===== config.mk =====
export PLATFORM = sky130hd
export DESIGN_NAME = sub_shift_rows
export DESIGN_NICKNAME = d
export VERILOG_FILES = /design/src/rtl/sub_shift_rows.sv
export SDC_FILE = /design/constraint.sdc
export NUM_CORES = 1
export LEC_CHECK = 0
export BUFFER_PORTS_ARGS = -buffer_cell sky130_fd_sc_hd__buf_2
export CAP_MARGIN = 20
export CORE_MARGIN = 4
export CORE_UTILIZATION = 70
export CTS_BUF_LIST = sky130_fd_sc_hd__clkbuf_8
export CTS_CLUSTER_SIZE = 25
export DETAILED_ROUTE_END_ITERATION = 12
export PLACE_DENSITY = 0.93
export SYNTH_ARGS = -nofsm -noshare
export SYNTH_HDL_FRONTEND = slang
export SYNTH_SLANG_ARGS = --single-unit
export TNS_END_PERCENT = 10

===== constraint.sdc =====
create_clock -name clk -period 5.08 [get_ports clk]
set_input_delay 0 -clock clk [delete_from_list [all_inputs] [get_ports clk]]
set_output_delay 0 -clock clk [all_outputs]
set_load 0.03 [all_outputs]

===== src/rtl/sub_shift_rows.sv =====
// Byte-serial SubBytes + ShiftRows stage: collects a 16-byte AES state, substituting on capture,
// then replays it row-shifted one byte per cycle. INVERSE selects the decrypt S-box and InvShiftRows.
module sub_shift_rows #(
    parameter bit INVERSE = 1'b0
) (
    input  logic       clk,
    input  logic       rst_n,
    input  logic [7:0] din,
    input  logic       din_en,
    output logic [7:0] dout,
    output logic       dout_en,
    output logic       busy,
    output logic       ovf
);

    typedef enum logic {COLLECT, EMIT} state_t;

    state_t      state_q, state_d;
    logic [3:0]  wr_cnt_q, wr_cnt_d;
    logic [3:0]  rd_cnt_q, rd_cnt_d;
    logic [7:0]  dout_q, dout_d;
    logic        dout_en_q, dout_en_d;
    logic        busy_q, busy_d;
    logic        ovf_q, ovf_d;
    logic        wr_en;
    logic [7:0]  buf_q [16];
    logic [7:0]  sub_byte;
    logic [1:0]  row, col, src_col;
    logic [3:0]  src_idx;

    function automatic logic [7:0] xtime(input logic [7:0] a);
        return {a[6:0], 1'b0} ^ (a[7] ? 8'h1b : 8'h00);
    endfunction

    function automatic logic [7:0] gmul(input logic [7:0] a, input logic [7:0] b);
        logic [7:0] p;
        logic [7:0] t;
        p = '0;
        t = a;
        for (int unsigned i = 0; i < 8; i++) begin
            if (b[i]) p = p ^ t;
            t = xtime(t);
        end
        return p;
    endfunction

    // Multiplicative inverse as a^254 (square-and-multiply over 8'b11111110); maps 0 to 0.
    function automatic logic [7:0] ginv(input logic [7:0] a);
        logic [7:0] r;
        r = 8'h01;
        for (int unsigned i = 0; i < 8; i++) begin
            r = gmul(r, r);
            if (i != 7) r = gmul(r, a);
        end
        return r;
    endfunction

    function automatic logic [7:0] rotl(input logic [7:0] x, input int unsigned n);
        return 8'((x << n) | (x >> (8 - n)));
    endfunction

    function automatic logic [7:0] sbox_fwd(input logic [7:0] x);
        logic [7:0] b;
        b = ginv(x);
        return b ^ rotl(b, 1) ^ rotl(b, 2) ^ rotl(b, 3) ^ rotl(b, 4) ^ 8'h63;
    endfunction

    function automatic logic [7:0] sbox_inv(input logic [7:0] x);
        return ginv(rotl(x, 1) ^ rotl(x, 3) ^ rotl(x, 6) ^ 8'h05);
    endfunction

    assign sub_byte = INVERSE ? sbox_inv(din) : sbox_fwd(din);

    // Output k = (row k%4, col k/4) reads buffer index row + 4*((col +/- row) mod 4).
    assign row     = rd_cnt_q[1:0];
    assign col     = rd_cnt_q[3:2];
    assign src_col = INVERSE ? (col - row) : (col + row);
    assign src_idx = {src_col, row};

    always_comb begin
        state_d   = state_q;
        wr_cnt_d  = wr_cnt_q;
        rd_cnt_d  = rd_cnt_q;
        dout_d    = dout_q;
        dout_en_d = 1'b0;
        busy_d    = busy_q;
        ovf_d     = ovf_q;
        wr_en     = 1'b0;
        unique case (state_q)
            COLLECT: begin
                busy_d = din_en || (wr_cnt_q != 4'd0);
                if (din_en) begin
                    wr_en    = 1'b1;
                    wr_cnt_d = wr_cnt_q + 4'd1;
                    if (wr_cnt_q == 4'd15) begin
                        state_d  = EMIT;
                        wr_cnt_d = '0;
                        rd_cnt_d = '0;
                    end
                end
            end
            EMIT: begin
                dout_d    = buf_q[src_idx];
                dout_en_d = 1'b1;
                busy_d    = 1'b1;
                rd_cnt_d  = rd_cnt_q + 4'd1;
                if (din_en) ovf_d = 1'b1;
                if (rd_cnt_q == 4'd15) state_d = COLLECT;
            end
            default: state_d = COLLECT;
        endcase
    end

    always_ff @(posedge clk or negedge rst_n) begin
        if (!rst_n) begin
            state_q   <= COLLECT;
            wr_cnt_q  <= '0;
            rd_cnt_q  <= '0;
            dout_q    <= '0;
            dout_en_q <= 1'b0;
            busy_q    <= 1'b0;
            ovf_q     <= 1'b0;
        end else begin
            state_q   <= state_d;
            wr_cnt_q  <= wr_cnt_d;
            rd_cnt_q  <= rd_cnt_d;
            dout_q    <= dout_d;
            dout_en_q <= dout_en_d;
            busy_q    <= busy_d;
            ovf_q     <= ovf_d;
        end
    end

    // Buffer contents are don't-care after reset, so no reset term.
    always_ff @(posedge clk) begin
        if (wr_en) buf_q[wr_cnt_q] <= sub_byte;
    end

    assign dout    = dout_q;
    assign dout_en = dout_en_q;
    assign busy    = busy_q;
    assign ovf     = ovf_q;

endmodule

==> flow_summary_export.csv, run 1 <==
group,metric,value,unit
status,status,"stopped before the end",
status,stop_stage,"5_1_grt",
status,error,"[ERROR GRT-0116] Global routing finished with congestion. Check the congestion regions in the DRC Viewer.",
clock_network,clk_path_buf_depth,2,
yosys,synth-seq-cells,148,
yosys,yosys_warnings,0,
floorplan,rows,62,
yosys,synthXorXnorAreaFrac,38.6,%
clock_network,clock-sinks,148,
yosys,synth-async-reset-ratio,13.5,%
yosys,synth_compound_area_share,12.3,%
placement,place_inst,2889,
floorplan,initial_core_util,71.0,%
clock_network,htreeDepth,4,
placement,placement.io_buffers,21,
global_route,grt_pass1_vias,27328,
yosys,syn_area,0.0204,mm²
yosys,syn_avg_cell_area,9.85,µm²
global_route,grt_overflow_total,497,
yosys,yosysTopAreaCellShare,18.9,%
yosys,synthMuxAreaShare,8.53,%
global_route,grt_max_degree,37,
yosys,yosys-top-cells-area,"edfxtp_1 (19%), xnor2_1 (13%), xnor3_1 (12%), xor2_1 (5.1%), nand2_1 (4.8%)",
clock_network,root_buffer,"clkbuf_8",
placement,place_area,0.0250,mm²
placement,dp_hpwl,59.9,mm
yosys,synth_edf_count,128,
yosys,synth_top_family_by_area,"XOR/XNOR gates",
yosys,yosys.cell_types.count,107,
floorplan,ioPinCount,22,
yosys,synth_largest_area_cell,"edfxtp_1",
yosys,ys_top_cells_by_count,"xnor2_1 (303), nand2_1 (263), nor2_1 (173)",
yosys,yosysMostFrequentCell,"xnor2_1",
floorplan,die_x,179,µm
yosys,syn_inst,2069,
floorplan,die_h,179,µm
placement,place.gp.congestion,1.02,
clock_network,cts_buffers,17,
global_route,grt_first_pass_wirelength,184,mm
yosys,synthSimpleGateAreaFrac,14.6,%
yosys,synth.net_count,2093,
yosys,ys_seq_area_share,21.3,%
yosys,dominantRegCellSynth,"edfxtp_1",
yosys,synth-adder-area-share,0.798,%
global_route,track_usage,78.6,%
==> per-layer routing <==
| layer | overflow | global-route usage (%) |
|---|---|---|
| met2 | 292 | 96.4 |
| met3 | 5 | 60.6 |
| met1 | 3 | 76.4 |
| met4 | 197 | 86.3 |
| met5 | 0 | 22.6 |
==> cells by family after synthesis <==
logic type	Yosys count
muxes	121
and+or+nand+nor	655
DFF	148
AOI/OAI and AO/OA	341
xor gates and xnor gates	612
adders and majority gates	13
buffers and inverters	179
==> what timing repair did <==
| item | in CTS |
|---|---|
| hold endpoints to repair | 22 |
| hold buffers | 2 |
| pin swaps | 87 |
| resized for setup | 197 |
| setup buffers | 81 |
| setup endpoints to repair | 128 |
| gates cloned | 3 |
==> metrics by stage <==
stage,utilization (%),setup slack [ps]
after floorplan,-,-13970
after global placement,87.1,-13300
after detailed placement,87.1,-15170
after CTS,94.5,-13870
==> run 2: changes to the inputs <==
- CORE_UTILIZATION: 70 -> 40
- CTS_BUF_LIST: sky130_fd_sc_hd__clkbuf_8 -> default
- CTS_CLUSTER_SIZE: 25 -> default
- PLACE_DENSITY: 0.93 -> default
- PLACE_DENSITY_LB_ADDON: default -> 0.15
==> flow_summary_export.csv, run 2 <==
group,metric,value,unit
clock_network,clk_path_buf_depth,2,
cells_and_area,drive_gt1_share,42.2,%
yosys,dominantRegCellSynth,"edfxtp_1",
sta,hold_viol,0,
yosys,ys_seq_area_share,21.3,%
sta,slew_violations,0,
sta,fmax,54.9,MHz
job,drv_cap,0,
setup_path,slowest_delay,530,ps
floorplan,die_h,234,µm
yosys,yosys_warnings,0,
cells_and_area,antenna_cells,0,
setup_path,crit_start,"din[0]",
global_route,grt_overflow_total,0,
drt,first_iter_violations,1254,
drt,ant_nets,0,
sta,fin_worst_skew,4.88,ps
yosys,syn_inst,2069,
cells_and_area,final_cell_mix,"buf_4 (641), nand2_1 (255), xnor2_1 (248), nor2_1 (160), edfxtp_1 (128)",
setup_path,crit_fanout,8,
global_route,antenna_found_initial,2,
drt,m1WireLength,30.1,mm
sta,period_share,358,%
yosys,synth_largest_area_cell,"edfxtp_1",
setup_path,cp-end-kind,"flip-flop",
yosys,synth-seq-cells,148,
floorplan,coreArea,0.0503,mm²
drt,vias,18056,
yosys,yosysMostFrequentCell,"xnor2_1",
global_route,grt_max_degree,37,
placement,placement.io_buffers,21,
sta,slew_headroom,40.6,%
setup_path,worstPathRequired,5190,ps
drt,first_pass_iters,6,
cells_and_area,final_common_cell,"buf_4",
sta,tns,-1668850,ps
placement,place.gp.congestion,0.925,
setup_path,crit_family,"XOR/XNOR gates",
status,status,"complete, but fails checks",
cells_and_area,largest_register_ffs,128,
cells_and_area,fill_cells,4373,
clock_network,cts_buffers,17,
yosys,yosysTopAreaCellShare,18.9,%
yosys,syn_area,0.0204,mm²
yosys,synth_edf_count,128,
floorplan,initial_core_util,40.6,%
global_route,track_usage,24.0,%
clock_network,clkTransAtPathRegs,60,ps
yosys,syn_avg_cell_area,9.85,µm²
drt,wl_met3,3.27,mm
hold_path,worstHoldPathType,"primary input to asynchronous set/reset pin",
yosys,synth.net_count,2093,
floorplan,ioPinCount,22,
clock_network,tritoncts,"done",
setup_path,cpMostUsedCell,"xnor3_2",
cells_and_area,area_growth_syn_to_layout,40.0,%
placement,dp_hpwl,48.5,mm
setup_path,crit_path_top_delay_cell,"xnor3_2",
drt,viasPerCell,5.39,
sta,rsz0062_at_grt,"true",
clock_network,root_buffer,"clkbuf_16",
yosys,synth-async-reset-ratio,13.5,%
sta,finalCriticalPeriod,18200,ps
global_route,grt_pass1_vias,17832,
global_route,grt_first_pass_wirelength,103,mm
sta,layout_setup_ws,-13120,ps
floorplan,die_x,234,µm
cells_and_area,layout.nets,2686,
setup_path,crit_buf_inv,16,
yosys,ys_top_cells_by_count,"xnor2_1 (303), nand2_1 (263), nor2_1 (173)",
floorplan,rows,82,
clock_network,htreeDepth,4,
yosys,yosys-top-cells-area,"edfxtp_1 (19%), xnor2_1 (13%), xnor3_1 (12%), xor2_1 (5.1%), nand2_1 (4.8%)",
setup_path,crit_type,"primary input to flip-flop",
setup_path,crit_path_start_kind,"primary input",
drt,drc_errors,0,
clock_network,clk_latency,410,ps
drt,routed-wl-met2,33.3,mm
setup_path,cp.arrival,18310,ps
drt,wl_per_cell,20.3,µm
cells_and_area,final_util,56.8,%
drt,highest-signal-layer,"met5",
sta,setup_violations,128,
clock_network,clock-sinks,148,
drt,wirelength,67.9,mm
cells_and_area,largest-register,"buf_q",
status,violations,"negative setup slack",
sta,hold-worst-slack,70.9,ps
floorplan,die_area,0.0546,mm²
yosys,yosys.cell_types.count,107,
setup_path,reg2reg_from,"rd_cnt_q[2]",
sta,worst_slew_pin_slew,887,ps
## run 2: cell counts after synthesis
Identical to the previous run, type by type.
## run 2: stage by stage
step / worst slack [ps] / std cells / area [µm²]
floorplan: -13970 / 2069 / 20900
global placement: -14030 / 3201 / 25600
detailed placement: -14170 / 3201 / 25600
CTS: -13020 / 3272 / 27100
global route: -13770 / 3347 / 28500
finish: -13120 / 3347 / 28500
## run 2: final cells by class
cell class | count | area (µm²) | share of cell area [%]
well taps | 672 | 841 | 2.95
flip-flops and latches | 148 | 4350 | 15.2
multi-input cells | 1748 | 17000 | 59.4
clock buffers | 25 | 529 | 1.85
clock inverters | 7 | 91.3 | 0.320
inverters | 35 | 135 | 0.473
repair buffers | 712 | 5650 | 19.8
## run 2: final timing paths
kind                            slack (ps)     endpoint  cells past startpoint
worst max-delay path                -13120  buf_q[3][4]                     80
worst min-delay path                    70      dout[5]                      2
worst max register to register        2530      dout[7]                      5
worst min register to register         450          ovf                      1
max in group asynchronous             4670  rd_cnt_q[0]                      2
min in group clk                       390          ovf                      3
## run 2: logic make-up (layout without fill, tap and decap cells)
kind of cell    Yosys count  count (layout)  share of synthesized area [%]
flops                   148             148                           21.3
mux                     121             121                           8.53
buf+inv                 179             779                           3.91
simple gates            655             655                           14.6
compound gates          341             342                           12.3
fa+ha+maj                13              13                          0.798
xor+xnor                612             617                           38.6
## run 2: layer usage
layer / vias to the layer above / track usage [%]
met5: - / 0
met4: 4 / 5.27
met3: 77 / 2.28
met2: 488 / 41.1
met1: 8958 / 33.2
li1: 8529 / -
## run 2: timing repair
item                                    in CTS  in global routing
gates cloned                                 4                  3
pin swaps                                   43                 77
resized for setup                          103                160
hold buffers                                 2                  0
setup buffers                               33                 75
hold endpoints to repair                    22                  0
endpoints found under the setup margin     128                128
Power of run 2 is left out: the tool's default activity adds up to more than one toggle a clock period on the data nets, which glitch-free logic cannot reach.
==> run 3: changes to the inputs <==
- CORE_UTILIZATION: 40 -> 60
- SKIP_CTS_REPAIR_TIMING: default -> 1
==> flow_summary_export.csv, run 3 (same netlist as run 2, synthesis figures left out) <==
group,metric,value,unit
cells_and_area,antenna_cells,0,
sta,fmax,53.0,MHz
placement,place.gp.congestion,0.934,
global_route,grt_pass1_vias,18152,
cells_and_area,fin_cells,3058,
drt,wl_per_cell,23.0,µm
cells_and_area,layout.nets,2621,
drt,vias,19072,
job,drv_cap,0,
cells_and_area,final_cell_mix,"buf_4 (592), xnor2_1 (264), nand2_1 (260), nor2_1 (168), edfxtp_1 (128)",
global_route,grt_max_degree,39,
clock_network,cts_buffers,17,
global_route,met3_usage,6.02,%
floorplan,die_x,192,µm
floorplan,die_h,192,µm
setup_path,slowest_delay,530,ps
global_route,grt_overflow_total,0,
sta,worst_slew_pin_slew,786,ps
floorplan,ioPinCount,22,
drt,ant_nets,0,
floorplan,die_area,0.0370,mm²
cells_and_area,largest-register,"buf_q",
floorplan,rows,67,
floorplan,coreArea,0.0335,mm²
cells_and_area,final_common_cell,"buf_4",
sta,fin_worst_skew,10.0,ps
sta,layout_setup_ws,-13780,ps
setup_path,cp-end-kind,"flip-flop",
drt,viasPerCell,6.24,
global_route,grt_use_met2,61.5,%
placement,placement.io_buffers,21,
hold_path,worstHoldPathType,"primary input to asynchronous set/reset pin",
sta,hold_viol,0,
status,violations,"negative setup slack",
setup_path,reg2reg_slack,2300,ps
cells_and_area,area_growth_syn_to_layout,33.3,%
clock_network,clock-sinks,148,
sta,rsz0062_at_grt,"true",
sta,setup_violations,128,
clock_network,clk_path_buf_depth,2,
setup_path,crit_fanout,13,
placement,place_area,0.0252,mm²
setup_path,crit_path_top_delay_cell,"xnor3_2",
clock_network,tritoncts,"done",
cells_and_area,largest_register_ffs,128,
cells_and_area,fin_area,0.0272,mm²
setup_path,cpMostUsedCell,"xnor3_2",
drt,wirelength,70.4,mm
setup_path,reg2reg_from,"state_q",
setup_path,cp.arrival,18990,ps
cells_and_area,fill_cells,2016,
clock_network,clkTransAtPathRegs,70,ps
global_route,grt_first_pass_wirelength,102,mm
sta,slew_headroom,47.6,%
global_route,busiest_layer,"met2",
sta,slew_violations,0,
sta,finalCriticalPeriod,18860,ps
drt,first_iter_violations,2067,
clock_network,htreeDepth,4,
placement,place_inst,2967,
setup_path,crit_path_start_kind,"primary input",
global_route,antenna_found_initial,0,
global_route,track_usage,35.5,%
setup_path,crit_type,"primary input to flip-flop",
clock_network,root_buffer,"clkbuf_16",
setup_path,r2r_end,"buf_q[0][1]",
cells_and_area,drive_gt1_share,39.0,%
floorplan,initial_core_util,60.8,%
status,status,"complete, but fails checks",
drt,drc_errors,0,
clock_network,clk_latency,430,ps
setup_path,worstPathRequired,5210,ps
drt,first_pass_iters,6,
placement,dp_hpwl,48.6,mm
setup_path,r2r_cells,3,
sta,period_share,371,%
global_route,grt_use_met1,45.7,%
[run 3: layout make-up]
cell class                      instances  area, µm²  share of cell area, %
Tap cell                              448        561                   2.06
Multi-Input combinational cell       1745      16500                   60.8
Timing Repair Buffer                  650       5050                   18.6
Clock inverter                         14        115                  0.424
Inverter                               35        133                  0.488
Sequential cell                       148       4350                   16.0
Clock buffer                           18        439                   1.62
[run 3: how the worst max path moves through the flow]
stage,cells past startpoint,end,startpoint,slack [ps]
floorplan,82,buf_q[0][5],din[0],-13970
global placement,68,buf_q[14][1],din[7],-13840
detailed placement,67,buf_q[2][0],din[0],-14270
CTS,69,buf_q[7][0],din[0],-14040
global route,73,buf_q[13][5],din[0],-14410
finish,71,buf_q[5][5],din[0],-13780
[run 3: per-stage QoR]
stage / worst slack (ps) / utilization (%) / TNS, ps / hold WS [ps]
finish: -13780 / 81.0 / -1749490 / 106
global route: -14410 / 81.0 / -1832840 / 121
CTS: -14040 / 76.8 / -1775160 / -472
detailed placement: -14270 / 75.1 / -1811280 / -30.2
global placement: -13840 / 75.1 / -1763770 / -44.6
floorplan: -13970 / - / -1771520 / -296
[run 3: layer usage]
layer	vias to the layer above	wire [µm]
met3	248	6950
met1	9202	25900
met2	1212	34200
met4	0	3320
li1	8410	-
met5	-	0
[run 3: critical path: cells and delay by family]
kind	cells	cell delay (ps)
xor+xnor	30	10130
compound gates	12	2890
buf+inv	12	1960
mux	6	1600
simple gates	8	1560
fa+ha+maj	3	800
Power of run 3 is left out for the same reason.
